--- src/rtl/sparse_mvm_core.sv ---
// Sparse matrix-vector multiply core: y = A*x with A streamed as COO triplets.
// Optional: define SPARSE_MVM_SAT_EN to clamp y to DW bits instead of truncating.
module sparse_mvm_core #(
    parameter int N  = 4,
    parameter int DW = 8,
    parameter int AW = 20,
    localparam int IW = (N > 1) ? $clog2(N) : 1
) (
    input  logic          clk,
    input  logic          rst_n,
    input  logic          start,
    input  logic          in_valid,
    output logic          in_ready,
    input  logic [IW-1:0] in_row,
    input  logic [IW-1:0] in_col,
    input  logic [DW-1:0] in_data,
    input  logic          mat_done,
    output logic          out_valid,
    input  logic          out_ready,
    output logic [DW-1:0] out_data,
    output logic [IW-1:0] out_idx,
    output logic          busy,
    output logic [7:0]    nnz_count,
    output logic          idx_err
);

    typedef enum logic [2:0] {IDLE, LOAD_X, MAT, FLUSH, OUT} state_t;

    state_t state;

    logic signed [DW-1:0]   x   [N];
    logic signed [AW-1:0]   acc [N];
    logic [IW-1:0]          k;
    logic signed [2*DW-1:0] prod_r;
    logic [IW-1:0]          row_r;
    logic                   v_r;

    logic                   accept;
    logic                   load_acc;
    logic                   mat_acc;
    logic                   row_ok;
    logic                   col_ok;
    logic                   trip_ok;
    logic signed [DW-1:0]   x_sel;
    logic signed [2*DW-1:0] prod;

    assign accept   = in_valid && in_ready;
    assign load_acc = accept && (state == LOAD_X);
    assign mat_acc  = accept && (state == MAT);
    assign row_ok   = 32'(in_row) < N;
    assign col_ok   = 32'(in_col) < N;
    assign trip_ok  = row_ok && col_ok;
    assign x_sel    = col_ok ? x[in_col] : '0;
    assign prod     = $signed(in_data) * x_sel;

    // Job sequencing, handshake flags and per-job status counters
    always_ff @(posedge clk or negedge rst_n) begin
        if (!rst_n) begin
            state     <= IDLE;
            in_ready  <= 1'b0;
            busy      <= 1'b0;
            out_valid <= 1'b0;
            out_idx   <= '0;
            k         <= '0;
            nnz_count <= '0;
            idx_err   <= 1'b0;
        end else begin
            case (state)
                IDLE: begin
                    if (start) begin
                        state     <= LOAD_X;
                        in_ready  <= 1'b1;
                        busy      <= 1'b1;
                        k         <= '0;
                        nnz_count <= '0;
                        idx_err   <= 1'b0;
                    end
                end
                LOAD_X: begin
                    if (load_acc) begin
                        if (k == IW'(N - 1)) begin
                            state <= MAT;
                            k     <= '0;
                        end else begin
                            k <= k + 1'b1;
                        end
                    end
                end
                MAT: begin
                    if (mat_acc) begin
                        if (!trip_ok) begin
                            idx_err <= 1'b1;
                        end else if (nnz_count != 8'hFF) begin
                            nnz_count <= nnz_count + 8'd1;
                        end
                    end
                    if (mat_done) begin
                        state    <= FLUSH;
                        in_ready <= 1'b0;
                    end
                end
                FLUSH: begin
                    state     <= OUT;
                    out_valid <= 1'b1;
                    out_idx   <= '0;
                end
                OUT: begin
                    if (out_ready) begin
                        if (out_idx == IW'(N - 1)) begin
                            state     <= IDLE;
                            out_valid <= 1'b0;
                            out_idx   <= '0;
                            busy      <= 1'b0;
                        end else begin
                            out_idx <= out_idx + 1'b1;
                        end
                    end
                end
                default: begin
                    state <= IDLE;
                end
            endcase
        end
    end

    // Capture the x vector in arrival order during LOAD_X
    always_ff @(posedge clk or negedge rst_n) begin
        if (!rst_n) begin
            for (int i = 0; i < N; i++) x[i] <= '0;
        end else if (load_acc) begin
            x[k] <= in_data;
        end
    end

    // Stage 1: multiply an accepted triplet; bad indices are dropped here
    always_ff @(posedge clk or negedge rst_n) begin
        if (!rst_n) begin
            prod_r <= '0;
            row_r  <= '0;
            v_r    <= 1'b0;
        end else begin
            v_r <= mat_acc && trip_ok;
            if (mat_acc) begin
                prod_r <= prod;
                row_r  <= in_row;
            end
        end
    end

    // Stage 2: single-cycle read-modify-write, so same-row bursts never stall
    always_ff @(posedge clk or negedge rst_n) begin
        if (!rst_n) begin
            for (int i = 0; i < N; i++) acc[i] <= '0;
        end else if (state == IDLE && start) begin
            for (int i = 0; i < N; i++) acc[i] <= '0;
        end else if (v_r) begin
            acc[row_r] <= acc[row_r]
                        + {{(AW - 2*DW){prod_r[2*DW-1]}}, prod_r};
        end
    end

`ifdef SPARSE_MVM_SAT_EN
    localparam logic signed [AW-1:0] SMAX = AW'((2 ** (DW - 1)) - 1);
    localparam logic signed [AW-1:0] SMIN = ~SMAX;

    logic signed [AW-1:0] acc_sel;

    assign acc_sel = acc[out_idx];

    // Clamp the selected accumulator into the signed DW-bit range
    always_comb begin
        out_data = acc_sel[DW-1:0];
        if (acc_sel > SMAX) begin
            out_data = SMAX[DW-1:0];
        end else if (acc_sel < SMIN) begin
            out_data = SMIN[DW-1:0];
        end
    end
`else
    // Two's-complement truncation of the selected accumulator
    always_comb begin
        out_data = acc[out_idx][DW-1:0];
    end
`endif

endmodule

--- config.mk ---
export PLATFORM = sky130hd
export DESIGN_NAME = sparse_mvm_core
export DESIGN_NICKNAME = d
export VERILOG_FILES = /design/src/rtl/sparse_mvm_core.sv
export SDC_FILE = /design/constraint.sdc
export NUM_CORES = 1
export LEC_CHECK = 0
export CORE_UTILIZATION = 57
export CTS_CLUSTER_SIZE = 24
export DETAILED_ROUTE_END_ITERATION = 8
export PLACE_DENSITY = 0.78
export SLEW_MARGIN = 30
export SYNTH_ARGS = -nofsm -noshare
export SYNTH_HDL_FRONTEND = slang
export SYNTH_SLANG_ARGS = --single-unit
export TNS_END_PERCENT = 5
--- constraint.sdc ---
create_clock -name clk -period 7.8 [get_ports clk]
set_input_delay 1.17 -clock clk [delete_from_list [all_inputs] [get_ports clk]]
set_output_delay 1.17 -clock clk [all_outputs]
set_load 0.03 [all_outputs]
==> run_results.csv, run 1 <==
group,metric,value,unit
status,status,"complete, no violations",
power,max-vdd-ir-drop,0.169,mV
clock_network,ctsHoldBuffers,0,
cells_and_area,final_common_cell,"dfrtp_1",
detailed_routing,wl_per_cell,16.3,um
timing,maxSlewViolCount,0,
setup_path,cp.required,8.02,ns
synth,synth_area,5630,um2
global_routing,grt_pass1_vias,3817,
die,die_w,101,um
synth,synth-seq-area-share,41.3,%
timing,fin_worst_skew,0.0140,ns
synth,synthArstFlopShare,100,%
timing,rsz0062_at_grt,"false",
setup_path,start_kind,"input port",
synth,synth.distinct_cells,46,
global_routing,track_usage,24.2,%
detailed_routing,wl_met1,5.19,mm
cells_and_area,syn_to_final_growth,11.6,%
clock_network,clk_pin_slew,0.09,ns
die,die_area,10300,um2
setup_path,critPathLaunch,"in_col[0]",
detailed_routing,met3WireLength,350,um
die,ioPinCount,40,
global_routing,grt_max_degree,64,
timing,hold_violations,0,
global_routing,grt_pass1_wl,18.7,mm
synth,synth_fp_nets,583,
placed_design,postPlaceCellArea,6090,um2
global_routing,antenna_found_initial,0,
detailed_routing,highest_layer,"met4",
placed_design,place_hpwl,7.99,mm
clock_network,cts.sinks,93,
clock_network,insertion_delay,0.35,ns
die,initial_core_util,59.8,%
clock_network,cts_setup_buffers,0,
synth,synth_cells,520,
clock_network,htreeDepth,3,
detailed_routing,num_vias,3799,
clock_network,cts_tree,"yes",
min_path,holdCritStartpoint,"prod_r[0]",
power,powerDensity,338,nW/um2
synth,synth-seq-cells,93,
clock_network,ctsResizeCount,0,
setup_path,cp_max_fo,11,
placed_design,gp_congestion,0.806,
run,max_cap_viol_count,0,
synth,synth-edff-count,0,
detailed_routing,drc_errors,0,
detailed_routing,ant_nets,0,
global_routing,grt_overflow,0,
timing,tns,0,ns
setup_path,critPathCaptureType,"register",
synth,syn_avg_cell_area,10.8,um2
clock_network,cts_root_buf,"clkbuf_8",
detailed_routing,drt_first_iter_violations,152,
synth,synth-main-ff-cell,"dfrtp_1",
timing,relSlewSlack,47.2,%
die,die_h,101,um
detailed_routing,met2_length,5.41,mm
clock_network,numCtsBuffers,9,
synth,yosysWarnings,0,
timing,finalSetupViolations,0,
cells_and_area,antenna_cells,0,
detailed_routing,firstDrtPassIters,4,
setup_path,r2r-start,"x[20]",
cells_and_area,design_area,6290,um2
timing,fin_crit,5.97,ns
detailed_routing,wirelength,11.1,mm
cells_and_area,final_cell_mix,"dfrtp_1, nand2_1, clkdlybuf4s50_1, mux2_2, nor2_1",
timing,fmax,0.168,GHz
placed_design,io_buffer_count,38,
setup_path,cp.arrival,6.19,ns
min_path,hold_class,"register to register",
power,p_leak,2.83,nW
die,core,9420,um2
timing,fin_crit_sh,76.5,%
detailed_routing,vias_per_cell,5.59,
cells_and_area,fillers,716,
timing,worstMarginPinSlew,0.792,ns
clock_network,clock_path_buffers,2,
cells_and_area,final_nets,610,
die,placementRows,35,
setup_path,ff2ff_setup_slack,3.31,ns
cells_and_area,drive_gt1_share,14.2,%
setup_path,worstSetupPathType,"input port to register",
-- sequential cells by signal, indices dropped and copies added (netlist names) --
name / cells
acc: 32
x: 32
nnz_count: 8
prod_r: 8
state: 3
k: 2
out_idx: 2
row_r: 2
busy: 1
in_ready: 1
out_valid: 1
v_r: 1
-- layer usage --
| layer | global-route usage [%] | vias to the layer above |
|---|---|---|
| met5 | 0 | - |
| met4 | 5.57 | 0 |
| met3 | 3.93 | 9 |
| met2 | 41.0 | 58 |
| met1 | 32.9 | 1913 |
| li1 | - | 1819 |
-- cells in the mapped netlist, types with 2 or more instances --
cell | instances | area share, %
dfrtp_1 | 93 | 41
nand2_1 | 79 | 5.3
mux2_2 | 35 | 7.0
nor2_1 | 34 | 2.3
ha_1 | 32 | 7.1
inv_1 | 30 | 2.0
a21oi_1 | 29 | 2.6
nor2b_1 | 18 | 2.0
xnor2_1 | 18 | 2.8
mux4_2 | 17 | 6.8
clkbuf_1 | 14 | 0.93
fa_1 | 13 | 4.6
mux2i_1 | 13 | 2.3
and2_1 | 12 | 1.3
xor2_1 | 11 | 1.7
a211oi_1 | 9 | 1.2
and3_1 | 7 | 0.78
o21ai_0 | 7 | 0.62
buf_1 | 5 | 0.33
buf_2 | 4 | 0.36
mux4_1 | 4 | 1.9
a21o_1 | 3 | 0.40
nand2b_1 | 3 | 0.33
nand3_1 | 3 | 0.27
a22o_1 | 2 | 0.31
nand4_1 | 2 | 0.22
nor3_1 | 2 | 0.18
o21bai_1 | 2 | 0.27
o31ai_1 | 2 | 0.27
-- critical path: stages --
cell,delay [ns]
clkdlybuf4s50_1,0.90
mux4_1,0.69
and2_1,0.21
fa_1,0.45
fa_1,0.48
ha_1,0.28
inv_1,0.05
fa_1,0.59
inv_1,0.06
ha_1,0.28
a21o_1,0.15
a21oi_1,0.17
xor2_1,0.19
xnor2_1,0.15
xnor2_1,0.15
xnor2_1,0.13
o21ai_1,0.07
-- report_power, final --
group | switching, W | internal [W] | total, W
logic | 0.000530 | 0.000530 | 0.00106
registers | 0.000127 | 0.000614 | 0.000741
clock network | 0.000173 | 0.000151 | 0.000324
-- area by class of cell --
cell class                      count  area (um2)  share of cell area [%]
Sequential cell                    93        2330                    37.0
Multi-Input combinational cell    372        3090                    49.1
Clock buffer                        9         124                    1.97
Tap cell                          129         161                    2.57
Inverter                           30         113                    1.79
Clock inverter                      6        71.3                    1.13
Timing Repair Buffer               41         400                    6.37
-- path summary, 6_finish.rpt --
kind	depth (start not counted)	endpoint
min	2	prod_r[0]
max reg2reg	16	prod_r[7]
min reg2reg	2	prod_r[0]
max	17	prod_r[7]
max in group asynchronous	2	x[17]
min in group asynchronous	1	x[3]
-- cells by family after synthesis --
kind of cell | synth area share (%)
AO/OA/AOI/OAI | 6.40
XOR/XNOR | 4.80
adder cells (fa/ha/maj) | 11.7
buffers and inverters | 3.95
flip-flops | 41.3
multiplexers | 18.0
other | 0.0666
AND/OR/NAND/NOR | 13.8
-- per-stage QoR --
step / cells / total power [W] / utilization, % / worst slack [ns] / hold WS, ns
2_1_floorplan: 520 / 0.00157 / - / 2.51 / 0.452
3_3_place_gp: 665 / 0.00178 / 64.6 / 1.52 / 0.479
3_5_place_dp: 665 / 0.00183 / 64.7 / 1.39 / 0.490
4_1_cts: 680 / 0.00215 / 66.8 / 1.78 / 0.509
5_1_grt: 680 / 0.00232 / 66.8 / 1.50 / 0.531
6_report: 680 / 0.00213 / 66.8 / 1.83 / 0.508
(Power assumes the default switching activity.)
==> run 2: changes to the inputs <==
--- a/config.mk
+++ b/config.mk
@@ -5,10 +5,10 @@
 export SDC_FILE = /design/constraint.sdc
 export NUM_CORES = 1
 export LEC_CHECK = 0
-export CORE_UTILIZATION = 57
+export CORE_UTILIZATION = 54
 export CTS_CLUSTER_SIZE = 24
 export DETAILED_ROUTE_END_ITERATION = 8
-export PLACE_DENSITY = 0.78
+export PLACE_DENSITY = 0.77
 export SLEW_MARGIN = 30
 export SYNTH_ARGS = -nofsm -noshare
 export SYNTH_HDL_FRONTEND = slang
==> constraint.sdc (replaced) <==
create_clock -name clk -period 4.94 [get_ports clk]
set_input_delay 0.741 -clock clk [delete_from_list [all_inputs] [get_ports clk]]
set_output_delay 0.741 -clock clk [all_outputs]
set_load 0.03 [all_outputs]
==> run 2 against run 1 <==
Effect of this change:
- sequential power increased by 59%
- power increased by 65%
- register-to-register slack got worse by 2.8 ns
- clock power increased by 56%
- cell count increased by 3.4%
- critical path depth unchanged
- hold slack got worse by 0.053 ns
- die area increased by 5.4%
- clock-buffer cell count increased by 3
==> run_results.csv, run 2 (synthesized netlist as in run 1, its figures left out) <==
group,metric,value,unit
status,status,"complete, no violations",
timing,fin_worst_skew,0.00805,ns
clock_network,ctsResizeCount,3,
cells_and_area,antenna_cells,0,
timing,hold_violations,0,
cells_and_area,syn_to_final_growth,13.9,%
die,placementRows,36,
die,die_area,10800,um2
global_routing,grt_use_met1,30.5,%
cells_and_area,top_regs,"acc (32), x (32)",
cells_and_area,final_nets,629,
timing,relSlewSlack,43.2,%
cells_and_area,fillers,792,
power,powerDensity,546,nW/um2
detailed_routing,firstDrtPassIters,4,
clock_network,cts_setup_buffers,0,
power,p_leak,2.91,nW
cells_and_area,drive_gt1_share,17.2,%
power,max-vdd-ir-drop,0.245,mV
global_routing,grt_util_met2,39.4,%
setup_path,r2r-start,"x[4]",
die,die_w,104,um
global_routing,grt_pass1_wl,19.7,mm
global_routing,track_usage,23.4,%
die,initial_core_util,56.6,%
clock_network,clock_path_buffers,2,
cells_and_area,final_cell_mix,"dfrtp_1, nand2_1, mux2_2, clkdlybuf4s50_1, nor2_1",
die,ioPinCount,40,
die,die_h,104,um
setup_path,ff2ff_setup_slack,0.51,ns
detailed_routing,wirelength,11.6,mm
detailed_routing,drt_first_iter_violations,198,
placed_design,postPlaceCellArea,6230,um2
setup_path,worstSetupPathType,"input port to register",
setup_path,cp_max_fo,6,
timing,finalSetupViolations,0,
global_routing,antenna_found_initial,0,
detailed_routing,wl_per_cell,16.5,um
cells_and_area,final_common_cell,"dfrtp_1",
timing,fin_crit_sh,93.6,%
clock_network,insertion_delay,0.37,ns
timing,maxSlewViolCount,0,
setup_path,critPathLaunch,"in_col[0]",
cells_and_area,design_area,6420,um2
clock_network,htreeDepth,3,
global_routing,grt_use_met3,4.57,%
global_routing,grt_overflow,0,
detailed_routing,drc_errors,0,
timing,worstMarginPinSlew,0.849,ns
clock_network,cts_root_buf,"clkbuf_8",
timing,rsz0062_at_grt,"false",
clock_network,clk_pin_slew,0.09,ns
global_routing,grt_max_degree,63,
die,core,9950,um2
clock_network,numCtsBuffers,9,
global_routing,grt_pass1_vias,4102,
timing,setup_slack,0.316,ns
min_path,hold_class,"input port to async pin",
placed_design,gp_congestion,0.848,
timing,fmax,0.216,GHz
timing,fin_crit,4.62,ns
placed_design,io_buffer_count,38,
placed_design,place_hpwl,8.37,mm
setup_path,start_kind,"input port",
clock_network,cts_tree,"yes",
detailed_routing,num_vias,3860,
setup_path,cp.required,5.17,ns
setup_path,critPathCaptureType,"register",
clock_network,ctsHoldBuffers,0,
setup_path,cp.arrival,4.85,ns
detailed_routing,ant_nets,0,
clock_network,cts.sinks,93,
run,max_cap_viol_count,0,
placed_design,pre_cts_ws,-0.582,ns
global_routing,top_usage_layer,"met2",
detailed_routing,vias_per_cell,5.49,
==> run 2: cell type report <==
type | instances | area [um2] | share of cell area, %
multi-input cells | 372 | 3080 | 48.0
flip-flops and latches | 93 | 2330 | 36.3
repair buffers | 60 | 541 | 8.42
well taps | 133 | 166 | 2.59
clock buffers | 12 | 145 | 2.26
inverters | 30 | 113 | 1.76
clock inverters | 3 | 43.8 | 0.683
==> run 2: where the power goes <==
group	total, W	switching [W]	internal [W]	leakage [nW]
sequential	0.00118	0.000208	0.000970	1.21
clock	0.000507	0.000260	0.000247	0.0968
combinational	0.00182	0.000871	0.000950	1.61
==> run 2: worst max-delay path: stages <==
cell and delay, ns:
clkbuf_2 0.13, buf_4 0.18, mux2i_1 0.12, mux2_2 0.31
nand2b_1 0.17, fa_1 0.43, fa_1 0.56, fa_1 0.44
fa_1 0.55, inv_1 0.04, ha_1 0.31, a21oi_2 0.16
xor2_1 0.19, xnor2_1 0.15, xnor2_1 0.15, xnor2_1 0.13
o21ai_1 0.07
==> run 2: layer usage <==
metal	routed length, um	vias to the layer above
li1	-	1853
met1	5150	1910
met2	5830	88
met3	508	9
met4	108	0
met5	0	-
==> run 2: metrics by stage <==
stage	setup TNS, ns	cells	hold slack, ns	util [%]	power, W
3_3_place_gp	-0.475	688	0.483	62.6	0.00292
3_5_place_dp	-0.590	688	0.491	62.6	0.00302
2_1_floorplan	0	520	0.445	-	0.00248
5_1_grt	0	703	0.512	64.5	0.00380
6_report	0	703	0.456	64.5	0.00351
4_1_cts	0	703	0.474	64.4	0.00353
==> run 2: path summary, 6_finish.rpt <==
check | to | depth (start not counted)
worst max-delay path | prod_r[7] | 17
worst min-delay path | prod_r[7] | 1
worst max register to register | prod_r[7] | 16
worst min register to register | x[5] | 1
max in group asynchronous | x[2] | 2
min in group clk | x[5] | 1
==> run 3: changes to the inputs <==
--- a/config.mk
+++ b/config.mk
@@ -9,6 +9,7 @@
 export CTS_CLUSTER_SIZE = 24
 export DETAILED_ROUTE_END_ITERATION = 8
 export PLACE_DENSITY = 0.77
+export SETUP_SLACK_MARGIN = 0.4
 export SLEW_MARGIN = 30
 export SYNTH_ARGS = -nofsm -noshare
 export SYNTH_HDL_FRONTEND = slang
==> run 3 against run 2 <==
Effect of this change:
- power up 1.7%
- cell count down 0.28%
- die area unchanged
- clock-buffer cell count down 1
- first-iteration DRC count down 3.5%
- cell area up 0.86%
- register-to-register slack better by 0.17 ns
- non-clock buffer count down 1
- global-route usage up 0.089 points
- critical path type unchanged
==> run_results.csv, run 3 (synthesized netlist as in run 1, its figures left out) <==
group,metric,value,unit
die,initial_core_util,56.6,%
setup_path,r2r-start,"x[2]",
clock_network,cts_tree,"yes",
global_routing,track_usage,23.5,%
timing,fin_crit,4.38,ns
cells_and_area,final_common_cell,"dfrtp_1",
global_routing,grt_pass1_vias,4083,
detailed_routing,drt_first_iter_violations,191,
power,powerDensity,551,nW/um2
setup_path,worstSetupPathType,"input port to register",
global_routing,top_usage_layer,"met2",
detailed_routing,ant_nets,0,
setup_path,cp_max_fo,4,
global_routing,grt_use_met1,31.3,%
die,die_h,104,um
cells_and_area,drive_gt1_share,19.0,%
placed_design,placedCellCount,685,
die,die_w,104,um
placed_design,place_hpwl,8.57,mm
detailed_routing,firstDrtPassIters,4,
global_routing,grt_overflow,0,
clock_network,clk_pin_slew,0.09,ns
timing,finalSetupViolations,0,
die,core,9950,um2
cells_and_area,final_cell_mix,"dfrtp_1, nand2_1, clkdlybuf4s50_1, nor2_1, mux2_2",
power,max-vdd-ir-drop,0.246,mV
timing,fin_crit_sh,88.8,%
cells_and_area,fin_cells,701,
clock_network,insertion_delay,0.36,ns
detailed_routing,num_vias,3852,
die,ioPinCount,40,
die,placementRows,36,
setup_path,cp.required,5.16,ns
clock_network,cts.sinks,93,
detailed_routing,wl_per_cell,16.9,um
cells_and_area,antenna_cells,0,
detailed_routing,vias_per_cell,5.50,
clock_network,htreeDepth,3,
run,max_cap_viol_count,0,
placed_design,gp_congestion,0.820,
cells_and_area,syn_to_final_growth,14.9,%
cells_and_area,fillers,815,
setup_path,cp.arrival,4.60,ns
global_routing,grt_use_met3,4.07,%
timing,fin_worst_skew,0.0122,ns
global_routing,grt_pass1_wl,19.9,mm
cells_and_area,top_regs,"acc (32), x (32)",
timing,maxSlewViolCount,0,
placed_design,io_buffer_count,38,
global_routing,antenna_found_initial,0,
global_routing,grt_max_degree,52,
power,fin_total_pwr,0.00356,W
clock_network,ctsHoldBuffers,0,
clock_network,numCtsBuffers,9,
timing,hold_violations,0,
clock_network,cts_root_buf,"clkbuf_8",
setup_path,start_kind,"input port",
status,status,"complete, no violations",
detailed_routing,drc_errors,0,
clock_network,clock_path_buffers,2,
setup_path,critPathCaptureType,"register",
die,die_area,10800,um2
timing,relSlewSlack,41.2,%
cells_and_area,final_nets,628,
power,p_leak,2.94,nW
setup_path,critPathLaunch,"in_col[0]",
timing,fmax,0.228,GHz
detailed_routing,wirelength,11.8,mm
timing,worstMarginPinSlew,0.878,ns
min_path,hold_class,"input port to async pin",
global_routing,grt_util_met2,38.7,%
timing,rsz0062_at_grt,"false",
-- run 3: cell types whose count changed in the layout (fill, tap and decap cells not counted), sizes merged --
cell           before  now
clkbuf             13   12
clkdlybuf4s50      35   34
clkinvlp            0    1
inv                31   30
-- run 3: worst max-delay path, stage by stage --
cell and delay (ns):
buf_6 0.10, mux4_2 0.55, buf_4 0.17, and2_1 0.16
fa_1 0.43, ha_1 0.30, inv_1 0.08, fa_1 0.44
fa_1 0.54, inv_1 0.06, ha_4 0.24, a21oi_2 0.12
xor2_1 0.17, xnor2_1 0.15, xnor2_1 0.15, xnor2_1 0.14
o21ai_1 0.07
-- run 3: routing by layer --
layer	routed length [um]	part of all wire, %
met5	0	0
met4	141	1.2
met3	538	4.6
met2	5960	50
met1	5180	44
-- run 3: through the flow --
stage | util (%) | setup WS [ns] | setup TNS, ns | instance area, um2 | hold slack, ns
after floorplan | - | 0.337 | 0 | 5660 | 0.445
after CTS | 64.7 | 0.404 | 0 | 6440 | 0.432
after detailed placement | 62.6 | -0.367 | -0.367 | 6230 | 0.487
after global routing | 65.0 | 0.388 | 0 | 6470 | 0.467
after global placement | 62.6 | -0.315 | -0.315 | 6230 | 0.485
final | 65.0 | 0.555 | 0 | 6470 | 0.416
-- run 3: report_power, final --
part,switching [W],internal [W],total (W)
Combinational,0.000882,0.000990,0.00187
Sequential,0.000204,0.000969,0.00117
Clock,0.000261,0.000257,0.000519
-- run 3: final cells by class --
class	instances	area [um2]	area share (%)
multi-input combinational	372	3130	48.4
timing repair buffer	59	538	8.31
sequential	93	2330	36.0
tap	133	166	2.57
inverter	30	113	1.74
clock buffer	11	151	2.34
clock inverter	3	46.3	0.715
-- run 3: timing repair --
item / 4_1_cts / 5_1_grt
buffers inserted: 0 / 2
resized for setup: 7 / 14
pin swaps: 3 / 10
setup endpoints to repair: 1 / 1
-- run 3: worst paths after layout --
check | end | slack [ns] | cells after the start
worst max-delay path | prod_r[7] | 0.56 | 17
worst min-delay path | row_r[0] | 0.42 | 1
worst max register to register | prod_r[7] | 0.68 | 16
worst min register to register | x[15] | 0.51 | 1
max in group asynchronous | acc[6] | 3.50 | 2
min in group clk | x[15] | 0.51 | 1
==> RTL change, RTL diff (settings of run 3) <==
Set the parameter `DW` to 6 (it was 8).
--- a/src/rtl/sparse_mvm_core.sv
+++ b/src/rtl/sparse_mvm_core.sv
@@ -2,7 +2,7 @@
 // Optional: define SPARSE_MVM_SAT_EN to clamp y to DW bits instead of truncating.
 module sparse_mvm_core #(
     parameter int N  = 4,
-    parameter int DW = 8,
+    parameter int DW = 6,
     parameter int AW = 20,
     localparam int IW = (N > 1) ? $clog2(N) : 1
 ) (
Ports: changed (resized in_data and out_data); port bits go from 40 to 36. No check against the original RTL was run, so the function may have changed too.
==> RTL change against run 3 <==
Non-clock buffer count shrank 15. Final area shrank 25%. Sequential share of layout area grew 2.8 points. Critical path depth shrank 1. Power shrank 34%. Combinational power shrank 49%. Sequential cell count shrank 18. Worst setup slack gained 66 ps. Via count shrank 26%. Routed wire length shrank 31%. Clock power shrank 11%. Area after synthesis shrank 25%. Count of clock-buffer cells in the layout shrank 2. Critical path type unchanged.
==> RTL change: results (changes against run 3) <==
\begin{tabular}{lr}
\hline
Metric & Value \\
\hline
\multicolumn{2}{l}{\textbf{Finish}} \\
Leading registers by flop count & acc (24), x (24), nnz\_count (8) (was acc (32), x (32)) \\
Fill cells & 581 (was 815) \\
Area of combinational cells with multiple inputs & 2190 µm² (was 3130 µm²) \\
Ratio of cells with drive above 1 in the final layout & 20.6\% (was 19.0\%) \\
\multicolumn{2}{l}{\textbf{Timing}} \\
Headroom to the max-slew limit & 40.7\% (was 41.2\%) \\
Clock Skews & 9.07 ps (was 12.2 ps) \\
Hold WS & 403 ps (was 416 ps) \\
\multicolumn{2}{l}{\textbf{Status}} \\
Status & completed (unchanged) \\
\multicolumn{2}{l}{\textbf{Power}} \\
Leakage component of the power & 2.11 nW (was 2.94 nW) \\
Switching Power & 826 µW (was 1.35 mW) \\
Max rail drop VDD & 0.326 mV (was 0.246 mV) \\
\multicolumn{2}{l}{\textbf{Clocking}} \\
Clock insertion delay at the later pin of the skew report & 340 ps (was 360 ps) \\
Clock-pin slew of the registers on the worst-case setup and hold paths & 70 ps (was 90 ps) \\
\multicolumn{2}{l}{\textbf{Critical path}} \\
R2R depth & 15 (was 16) \\
Signal arrival time at the worst endpoint & 4550 ps (was 4600 ps) \\
Worst reg2reg path endpoint & prod\_r[5] (was prod\_r[7]) \\
Worst setup slack for register-to-register paths & 850 ps (was 680 ps) \\
Worst reg2reg startpoint & x[13] (was x[2]) \\
\multicolumn{2}{l}{\textbf{Global route}} \\
Total routing usage reported by global routing & 22.4\% (was 23.5\%) \\
Pin count of the biggest net entering global routing & 76 (was 52) \\
Wire length of the first global-routing pass & 14,100 µm (was 19,900 µm) \\
Number of global-route vias before repair & 2,876 (was 4,083) \\
\multicolumn{2}{l}{\textbf{Synthesis}} \\
Top post-synthesis cells by count & dfrtp\_1 (75), nor2\_1 (32), mux2\_2 (30), nand2\_1 (30), ha\_1 (20) (was dfrtp\_1 (93), nand2\_1 (79), mux2\_2 (35)) \\
Post-synthesis cell type count & 44 (was 46) \\
Top cells by area, synth & dfrtp\_1 (45\%), mux4\_2 (8.6\%), mux2\_2 (8.0\%) (was dfrtp\_1 (41\%), ha\_1 (7.1\%), mux2\_2 (7.0\%)) \\
Syn Nets & 400 (was 583) \\
Fraction of the yosys area taken by sequential cells & 44.7\% (was 41.3\%) \\
Synth Area per Inst & 11.7 µm² (was 10.8 µm²) \\
\multicolumn{2}{l}{\textbf{Place}} \\
Final HPWL DP & 5780 µm (was 8570 µm) \\
\multicolumn{2}{l}{\textbf{Route}} \\
Total wire length & 8130 µm (was 11,800 µm) \\
\hline
\end{tabular}
[RTL change: cell types whose count changed in the layout (fill, tap and decap cells not counted), moves of 6 or more]
cell	delta
and3_1	-6
buf_4	-11
inv_1	-20
fa_1	-6
ha_1	-11
a21oi_1	-11
nand2_1	-49
xor2_1	-9
nor2b_1	-14
dfrtp_1	-18
[RTL change: layout make-up]
cell class              instances  area share, %
clock inverters                 6           1.37
well taps                      99           2.56
clock buffers                   9           2.56
inverters                      10          0.776
multi-input cells             254           45.4
flip-flops and latches         75           38.8
repair buffers                 44           8.56
[RTL change: cells by family (layout without fill, tap and decap cells)]
group | Yosys count | after routing | share of synthesized area [%]
AND/OR/NAND/NOR | 99 | 99 | 11.2
buffers and inverters | 30 | 69 | 3.36
multiplexers | 59 | 59 | 20.6
XOR/XNOR | 19 | 19 | 3.96
other | 1 | 1 | 0.0892
flip-flops | 75 | 75 | 44.7
adder cells (fa/ha/maj) | 25 | 25 | 8.34
AO/OA/AOI/OAI | 51 | 51 | 7.77
[RTL change: routing by layer]
| layer | GRT usage (%) | wire length, µm | vias up |
|---|---|---|---|
| li1 | - | - | 1348 |
| met1 | 30.7 | 3660 | 1451 |
| met2 | 36.5 | 4130 | 53 |
| met3 | 4.74 | 285 | 6 |
| met4 | 5.65 | 55 | 0 |
| met5 | 0 | 0 | - |
[RTL change: worst max path at each step]
stage / startpoint / end / slack, ps / cells after the start
5_1_grt: in_col[0] / prod_r[5] / 460 / 16
2_1_floorplan: in_col[0] / prod_r[5] / 410 / 16
3_5_place_dp: in_col[0] / prod_r[5] / -250 / 16
6_report: in_col[0] / prod_r[5] / 620 / 16
3_3_place_gp: in_col[0] / prod_r[5] / -100 / 16
4_1_cts: in_col[0] / prod_r[5] / 410 / 16
[RTL change: critical path, stage by stage]
cell and delay (ps):
clkbuf_2 150, mux4_1 600, and2_1 200, fa_1 460, ha_1 290, inv_1 50
fa_1 530, inv_1 50, ha_1 280, ha_1 200, xor2_1 160, xnor2_1 190
xnor2_1 150, xnor2_1 150, xnor2_1 90, mux2_4 260
[RTL change: what timing repair did]
item	in CTS	in global routing
resized for setup	1	3
setup endpoints to repair	1	1
hold buffers	0	0
setup buffers	0	0
[RTL change: metrics by stage]
stage	area (µm²)	worst slack [ps]	setup TNS, ps
floorplan	4200	407	0
global route	4840	461	0
global placement	4640	-100	-100
CTS	4830	408	0
detailed placement	4640	-254	-254
finish	4840	621	0
[RTL change: power groups by stage]
stage                     logic (mW)  registers, mW  clock network, mW
after floorplan                0.710          0.924                  0
after global placement         0.925          0.956                  0
after detailed placement       0.967          0.960                  0
after CTS                      0.971          0.950              0.477
after global routing            1.05          0.983              0.505
final                          0.952          0.950              0.460
